$ cat config.mk
export PLATFORM = sky130hd
export DESIGN_NAME = motor_lif_bank_4ch
export DESIGN_NICKNAME = d
export VERILOG_FILES = /design/src/rtl/motor_lif_bank_4ch.sv
export SDC_FILE = /design/constraint.sdc
export NUM_CORES = 1
export LEC_CHECK = 0
export BUFFER_PORTS_ARGS = -buffer_cell sky130_fd_sc_hd__clkbuf_2
export CORE_UTILIZATION = 55
export CTS_BUF_LIST = sky130_fd_sc_hd__clkbuf_8 sky130_fd_sc_hd__clkbuf_16
export CTS_CLUSTER_DIAMETER = 120
export DETAILED_ROUTE_END_ITERATION = 12
export GPL_TIMING_DRIVEN = 0
export PLACE_DENSITY = 0.76
export SLEW_MARGIN = 20
export SYNTH_ARGS = -nofsm -noshare
export SYNTH_HDL_FRONTEND = slang
export SYNTH_SLANG_ARGS = --single-unit
$ cat constraint.sdc
create_clock -name clk -period 7.19 [get_ports clk]
set_input_delay 1.438 -clock clk [delete_from_list [all_inputs] [get_ports clk]]
set_output_delay 1.438 -clock clk [all_outputs]
set_load 0.05 [all_outputs]
$ cat src/rtl/motor_lif_bank_4ch.sv
// motor_lif_bank_4ch: four leaky integrate-and-fire motor neurons (N,S,E,W) driven by a synapse event stream
module motor_lif_bank_4ch #(
  parameter int N_NEURON    = 64,
  parameter int NEURON_ID_W = 6,
  parameter int WEIGHT_W    = 16,
  parameter int POT_W       = 24,
  parameter int TH_W        = 16,
  parameter int LEAK_PERIOD = 16,
  parameter int LEAK_SHIFT  = 4,
  parameter int REFRAC_CYC  = 8
) (
  input  logic                        clk,
  input  logic                        rst_n,
  input  logic                        clk_en,
  input  logic                        syn_valid_i,
  output logic                        syn_ready_o,
  input  logic [NEURON_ID_W-1:0]      syn_dst_id_i,
  input  logic [WEIGHT_W-1:0]         syn_weight_i,
  input  logic [TH_W-1:0]             threshold_i,
  output logic [3:0]                  fire_o,
  output logic [3:0][POT_W-1:0]       pot_o,
  output logic [15:0]                 drop_cnt_o
);
  localparam int SW = (POT_W > WEIGHT_W ? POT_W : WEIGHT_W) + 1;
  localparam int CW = (SW > TH_W ? SW : TH_W) + 1;
  localparam int RW = $clog2(REFRAC_CYC + 1);
  localparam int LW = $clog2(LEAK_PERIOD + 1);
  localparam logic signed [SW-1:0] POT_MAX = {{(SW-POT_W+1){1'b0}}, {(POT_W-1){1'b1}}};
  localparam logic signed [SW-1:0] POT_MIN = {{(SW-POT_W+1){1'b1}}, {(POT_W-1){1'b0}}};

  logic signed [POT_W-1:0] pot_q [4];
  logic signed [POT_W-1:0] pot_d [4];
  logic [RW-1:0]           refrac_q [4];
  logic [RW-1:0]           refrac_d [4];
  logic [LW-1:0]           leak_cnt_q, leak_cnt_d;
  logic                    leak_pend_q, leak_pend_d;
  logic [3:0]              fire_q, fire_d;
  logic [15:0]             drop_q, drop_d;
  logic [NEURON_ID_W-1:0]  rel;
  logic [1:0]              ch;
  logic                    accept, in_range, refr, fire_now;
  logic signed [SW-1:0]    p_x, w_x, sum;
  logic signed [POT_W-1:0] sat;
  logic signed [CW-1:0]    sat_c, th_c;

  assign syn_ready_o = rst_n && clk_en && !leak_pend_q;
  assign accept      = syn_valid_i && syn_ready_o;
  // out-of-bank IDs wrap to rel >= 4, so one compare decodes the motor range
  assign rel         = syn_dst_id_i - NEURON_ID_W'(N_NEURON - 4);
  assign in_range    = rel < NEURON_ID_W'(4);
  assign ch          = rel[1:0];
  assign refr        = refrac_q[ch] != '0;

  always_comb begin
    p_x = {{(SW-POT_W){pot_q[ch][POT_W-1]}}, pot_q[ch]};
    w_x = {{(SW-WEIGHT_W){syn_weight_i[WEIGHT_W-1]}}, syn_weight_i};
    sum = p_x + w_x;
    sat = sum > POT_MAX ? POT_MAX[POT_W-1:0] : sum < POT_MIN ? POT_MIN[POT_W-1:0] : sum[POT_W-1:0];
    sat_c = {{(CW-POT_W){sat[POT_W-1]}}, sat};
    th_c = {{(CW-TH_W){1'b0}}, threshold_i};
    fire_now = accept && in_range && !refr && sat_c >= th_c;
    fire_d = fire_now ? 4'b0001 << ch : 4'b0000;
    drop_d = drop_q + 16'(accept && (!in_range || refr) && drop_q != 16'hFFFF);
    for (int i = 0; i < 4; i++) begin
      refrac_d[i] = clk_en ? refrac_q[i] - RW'(refrac_q[i] != '0) : refrac_q[i];
      pot_d[i] = clk_en && leak_pend_q ? pot_q[i] - (pot_q[i] >>> LEAK_SHIFT) : pot_q[i];
    end
    if (accept && in_range && !refr) begin
      pot_d[ch] = fire_now ? '0 : sat;
      refrac_d[ch] = fire_now ? RW'(REFRAC_CYC) : refrac_d[ch];
    end
    leak_pend_d = clk_en ? !leak_pend_q && leak_cnt_q == LW'(LEAK_PERIOD - 1) : leak_pend_q;
    leak_cnt_d = !clk_en || leak_pend_q ? leak_cnt_q :
                 leak_cnt_q == LW'(LEAK_PERIOD - 1) ? '0 : leak_cnt_q + LW'(1);
  end

  always_ff @(posedge clk or negedge rst_n) begin
    if (!rst_n) begin
      pot_q       <= '{default: '0};
      refrac_q    <= '{default: '0};
      leak_cnt_q  <= '0;
      leak_pend_q <= 1'b0;
      fire_q      <= '0;
      drop_q      <= '0;
    end else begin
      pot_q       <= pot_d;
      refrac_q    <= refrac_d;
      leak_cnt_q  <= leak_cnt_d;
      leak_pend_q <= leak_pend_d;
      fire_q      <= fire_d;
      drop_q      <= drop_d;
    end
  end

  always_comb begin
    for (int i = 0; i < 4; i++) pot_o[i] = pot_q[i];
  end
  assign fire_o     = fire_q;
  assign drop_cnt_o = drop_q;
endmodule

==> results of run 1 <==
-- worst max path at each step --
| stage | startpoint | depth (start not counted) | slack, ns | endpoint |
|---|---|---|---|---|
| finish | syn_dst_id_i[1] | 25 | 0.09 | pot_o[81] |
| global route | syn_dst_id_i[0] | 23 | -0.04 | refrac_q[0] |
| CTS | syn_dst_id_i[1] | 25 | 0.004 | pot_o[70] |
| detailed placement | syn_dst_id_i[1] | 25 | -2.31 | pot_o[5] |
| global placement | syn_dst_id_i[1] | 25 | -2.26 | pot_o[5] |
| floorplan | syn_dst_id_i[0] | 22 | 0.03 | refrac_q[11] |
-- per-layer routing --
layer  part of all wire  GRT usage
met1               0.40      0.550
met5                  0          0
met4              0.040      0.172
met2               0.44      0.625
met3               0.12     0.0813
-- through the flow --
step                hold slack, ns   util  TNS, ns  cells  worst slack, ns
floorplan                    0.448      -        0   1677           0.0252
finish                       0.485  0.654        0   2196           0.0932
detailed placement           0.467  0.614  -216.83   2159            -2.31
global placement             0.462  0.612  -210.29   2158            -2.26
global route                 0.498  0.654   -0.459   2196          -0.0412
CTS                          0.484  0.645        0   2192          0.00380
-- flip-flops by register name, summed over array words and instances (netlist names) --
name and cells:
fire_o 4, leak_pend_q 1, leak_cnt_q 5, drop_cnt_o 16, refrac_q 16, pot_o 96
-- layout make-up --
type / count / share of cell area
Sequential cell: 138 / 0.217
Timing Repair Buffer: 168 / 0.0578
Clock inverter: 15 / 0.0103
Multi-Input combinational cell: 1331 / 0.608
Inverter: 137 / 0.0323
Clock buffer: 17 / 0.0267
Buffer: 66 / 0.0230
Tap cell: 324 / 0.0254
-- placed cells by master, fill, tap and decap left out, types with 19 or more instances in the layout --
master and count:
xor2_1 30, mux4_2 27, xnor2_1 55, clkbuf_1 45, clkbuf_2 154, a31oi_1 19
a21o_1 51, nor2_1 93, a211oi_1 36, and3_1 30, nand3_1 42, ha_1 138
nand2_1 151, inv_1 137, o21ai_0 114, nand2b_1 20, o211ai_1 23, dfrtp_1 138
nor3_1 42, o21a_1 29, a21oi_1 144, mux2i_1 23
-- what timing repair did --
action,CTS,global route
setup buffers,6,4
endpoints found under the setup margin,100,100
pin swaps,5,8
gates resized for setup,41,47
-- kinds of logic (layout without fill, tap and decap cells) --
kind of cell             after synthesis  count (layout)  synth area share
AO/OA/AOI/OAI                        559             559             0.264
AND/OR/NAND/NOR                      483             483             0.169
buffers and inverters                208             403            0.0581
adder cells (fa/ha/maj)              152             152             0.141
flip-flops                           138             138             0.252
XOR/XNOR                              86              86            0.0549
multiplexers                          51              51            0.0619
-- worst max-delay path: cells and delay by family --
kind | cells | cell delay [ns]
adder cells (fa/ha/maj) | 3 | 0.99
buffers and inverters | 7 | 1.29
AO/OA/AOI/OAI | 12 | 2.69
AND/OR/NAND/NOR | 2 | 0.69
multiplexers | 1 | 0.34
==> impl_metrics.toml, run 1 <==
[run_status]
outcome = "complete, no violations"

[final_layout]
stdcell_area_um2 = 15900
drive_gt1_frac = 0.159
num-nets-final = 2049
nFillCells = 2180
antenna_cells = 0
ff_latch_area_um2 = 3450
area_growth_pct = 16.1
multi_input_area_um2 = 9690

[sta]
fin_worst_skew_ns = 0.00867
maxSlewViolCount = 0
finalSetupViolations = 0
fmax_ghz = 0.141
fin_crit_sh = 0.987
slew_headroom = 0.316
tightest_slew_ns = 1.03
timing.final.crit_period_ns = 7.10
hold_viol = 0

[logic_synthesis]
yosysMostFrequentCell = "nand2_1"
syn_nets = 1867
ys_ff_latch = 138
synth.avg_cell_area_um2 = 8.19
synthTopCellsByArea = "dfrtp_1 25%, ha_1 13%, a21oi_1 5.4%"
synth-edff-count = 0
yosys_warnings = 0
synth_ff_type = "dfrtp_1"
ys_types = 74
synth_async_sr_flop_share = 1.00
synth_common_cells = "159 x nand2_1, 149 x a21oi_1, 143 x ha_1"
synthCells = 1677
netlist_area_um2 = 13700
netlist.area_leader.share = 0.252
ys_seq_area_frac = 0.252
synth_top_area_cell = "dfrtp_1"

[grt]
antenna_found_initial = 0
grt_first_pass_wirelength_um = 78700
grtUsageTotal = 0.404
grt_max_degree = 82
grt_overflow_total = 0
grt_pass1_vias = 13600

[route]
vias = 14500
drt_iter0_markers = 2082
drt-pass1-iter-count = 7
wl_um = 52300
detail-route-antenna-nets = 0
routed_via_density = 6.61
drc = 0
drt-wirelength-per-cell_um = 23.8

[critical_path]
r2r_cells = 22
timing.critical_path.from_type = "input port"
worst_setup_path_end_kind = "flip-flop"
slowest_stage = "or4_4"
worst_path_most_repeated_cell = "a21o_1"
critPathArrivalTime_ns = 7.45
r2r-start = "pot_o[80]"
cp_max_fo = 13
reg2reg_to = "pot_o[81]"
setup.worst_path.class = "in -> reg"
r2r_setup_slack_ns = 0.90
slowest_delay_ns = 0.54
critical_path_required_ns = 7.55

[place]
port_buffers = 157
hpwl_um = 40100
gp_congestion = 0.992
placed_cell_area_um2 = 15000

[floorplanning]
dieHeight_um = 160
rows = 57
initial_core_util = 0.563
die_w_um = 160
ios = 159
dieArea_um2 = 25600
core_region_area_um2 = 24400

[cts]
cts.hold.buffers_added = 0
cts_tree = "done"
ctsRootBufferMaster = "clkbuf_16"
clk_latency_ns = 0.44
max-clock-path-buffers = 2
numCtsBuffers = 17
clkTransAtPathRegs_ns = 0.07
clock_sinks = 138
cts_max_level = 4

[worst_hold_path]
whs_endpoint = "leak_cnt_q[4]"
hp-class = "reg -> reg"
hp-start = "leak_cnt_q[4]"
whs_path_depth = 1

[job]
cap_violations = 0
Power of run 1 is left out: the tool's default activity adds up to more than one toggle a clock period on the data nets, which glitch-free logic cannot reach.
==> run 2, diff against run 1 <==
- GPL_TIMING_DRIVEN: 0 -> default
==> run 2 against run 1 <==
Against the previous run:
- non-clock buffer count is 20 higher
- critical path depth stayed put
- sequential share of layout area decreased by 0.22 points
- fmax grew 2.1%
- first-iteration DRC count fell by 28%
- die area did not move
- register-to-register slack improved by 0.21 ns
- hold slack better by 0.0051 ns
- via count down 2.4%
- setup slack better by 0.14 ns
- critical endpoint is now pot_o[50]
- highest routed layer unchanged
==> impl_metrics.toml, run 2 (synthesis results as in run 1) <==
[run_status]
outcome = "complete, no violations"

[route]
drc = 0
drt_iter0_markers = 1498
drt-pass1-iter-count = 5
vias = 14200
detail-route-antenna-nets = 0
wl_um = 46600
drt-wirelength-per-cell_um = 21.0
routed_via_density = 6.39

[final_layout]
final_cells = 2216
drive_gt1_frac = 0.178
num-nets-final = 2069
largest_reg_flops = 96
antenna_cells = 0
final_cell_mix = "158 x nand2_1, 157 x clkbuf_2, 149 x a21oi_1"
area_growth_pct = 17.3
final_common_cell = "nand2_1"

[worst_hold_path]
hp-start = "leak_cnt_q[4]"
whs_endpoint = "leak_cnt_q[4]"
hp-class = "reg -> reg"
whs_path_depth = 1

[critical_path]
r2r_cells = 22
r2r-start = "pot_o[82]"
slowest_delay_ns = 0.57
worst_setup_path_end_kind = "flip-flop"
critical_path_required_ns = 7.54
critPathArrivalTime_ns = 7.31
setup.worst_path.class = "in -> reg"
cp_max_fo = 18
reg2reg_to = "pot_o[50]"
slowest_stage = "or4_1"
r2r_setup_slack_ns = 1.11
timing.critical_path.from_type = "input port"

[floorplanning]
core_region_area_um2 = 24400
dieArea_um2 = 25600
dieHeight_um = 160
initial_core_util = 0.563
rows = 57
die_w_um = 160
ios = 159

[grt]
grt_pass1_vias = 13300
antenna_found_initial = 0
grt_max_degree = 77
grtUsageTotal = 0.364
grtUsageMet3 = 0.0675
grt_first_pass_wirelength_um = 73000
met2_usage = 0.564
gr-usage-met1 = 0.513
grt_overflow_total = 0
grt.busiest_layer = "met2"

[cts]
cts.hold.buffers_added = 0
clk_latency_ns = 0.44
cts_resized = 0
cts_tree = "done"
clkTransAtPathRegs_ns = 0.08
cts_setup_buffers = 0
cts_max_level = 4
ctsRootBufferMaster = "clkbuf_16"
max-clock-path-buffers = 2
clock_sinks = 138
numCtsBuffers = 17

[sta]
fin_worst_skew_ns = 0.0175
timing.final.crit_period_ns = 6.95
finalSetupTns_ns = 0
tightest_slew_ns = 1.11
hold_ws_ns = 0.490
finalSetupViolations = 0
hold_viol = 0
fin_crit_sh = 0.967
fmax_ghz = 0.144
fin_ws_ns = 0.237
slew_headroom = 0.257
maxSlewViolCount = 0

[place]
dpl_worst_slack_ns = -0.199
hpwl_um = 36400
port_buffers = 158
placed_cells = 2184
gp_congestion = 1.04

[job]
cap_violations = 0
run 2: worst max path at each step:
stage,start,to,slack [ns],cells past startpoint
6_report,syn_dst_id_i[0],pot_o[50],0.24,25
5_1_grt,syn_dst_id_i[0],pot_o[74],-0.01,25
4_1_cts,syn_dst_id_i[0],pot_o[26],0.19,24
3_5_place_dp,syn_dst_id_i[0],pot_o[26],-0.20,24
3_3_place_gp,syn_dst_id_i[0],pot_o[26],0.02,24
2_1_floorplan,syn_dst_id_i[0],refrac_q[11],0.03,22
run 2: cell type report:
| class | instances | area [um^2] |
|---|---|---|
| Clock buffer | 17 | 425 |
| Clock inverter | 15 | 184 |
| Fill cell | 2133 | 8290 |
| Inverter | 137 | 514 |
| Multi-Input combinational cell | 1331 | 9530 |
| Sequential cell | 138 | 3450 |
| Tap cell | 324 | 405 |
| Timing Repair Buffer | 254 | 1600 |
run 2: per-stage QoR:
| stage | utilization | area [um^2] |
|---|---|---|
| 2_1_floorplan | - | 13700 |
| 3_3_place_gp | 0.634 | 15500 |
| 3_5_place_dp | 0.634 | 15500 |
| 4_1_cts | 0.659 | 16100 |
| 5_1_grt | 0.660 | 16100 |
| 6_report | 0.660 | 16100 |
run 2: critical path, delay by kind of cell:
family / cells / cell delay [ns]
AO/OA/AOI/OAI: 11 / 2.23
adder cells (fa/ha/maj): 3 / 1.02
buffers and inverters: 7 / 1.08
multiplexers: 1 / 0.54
AND/OR/NAND/NOR: 3 / 0.95
run 2: metal layers:
metal	routed length (um)	up-vias	share of wire
met1	20000	6789	0.43
li1	-	6575	-
met4	1220	0	0.026
met2	20700	695	0.44
met3	4650	99	0.10
met5	0	-	0
Power of run 2 is left out for the same reason.
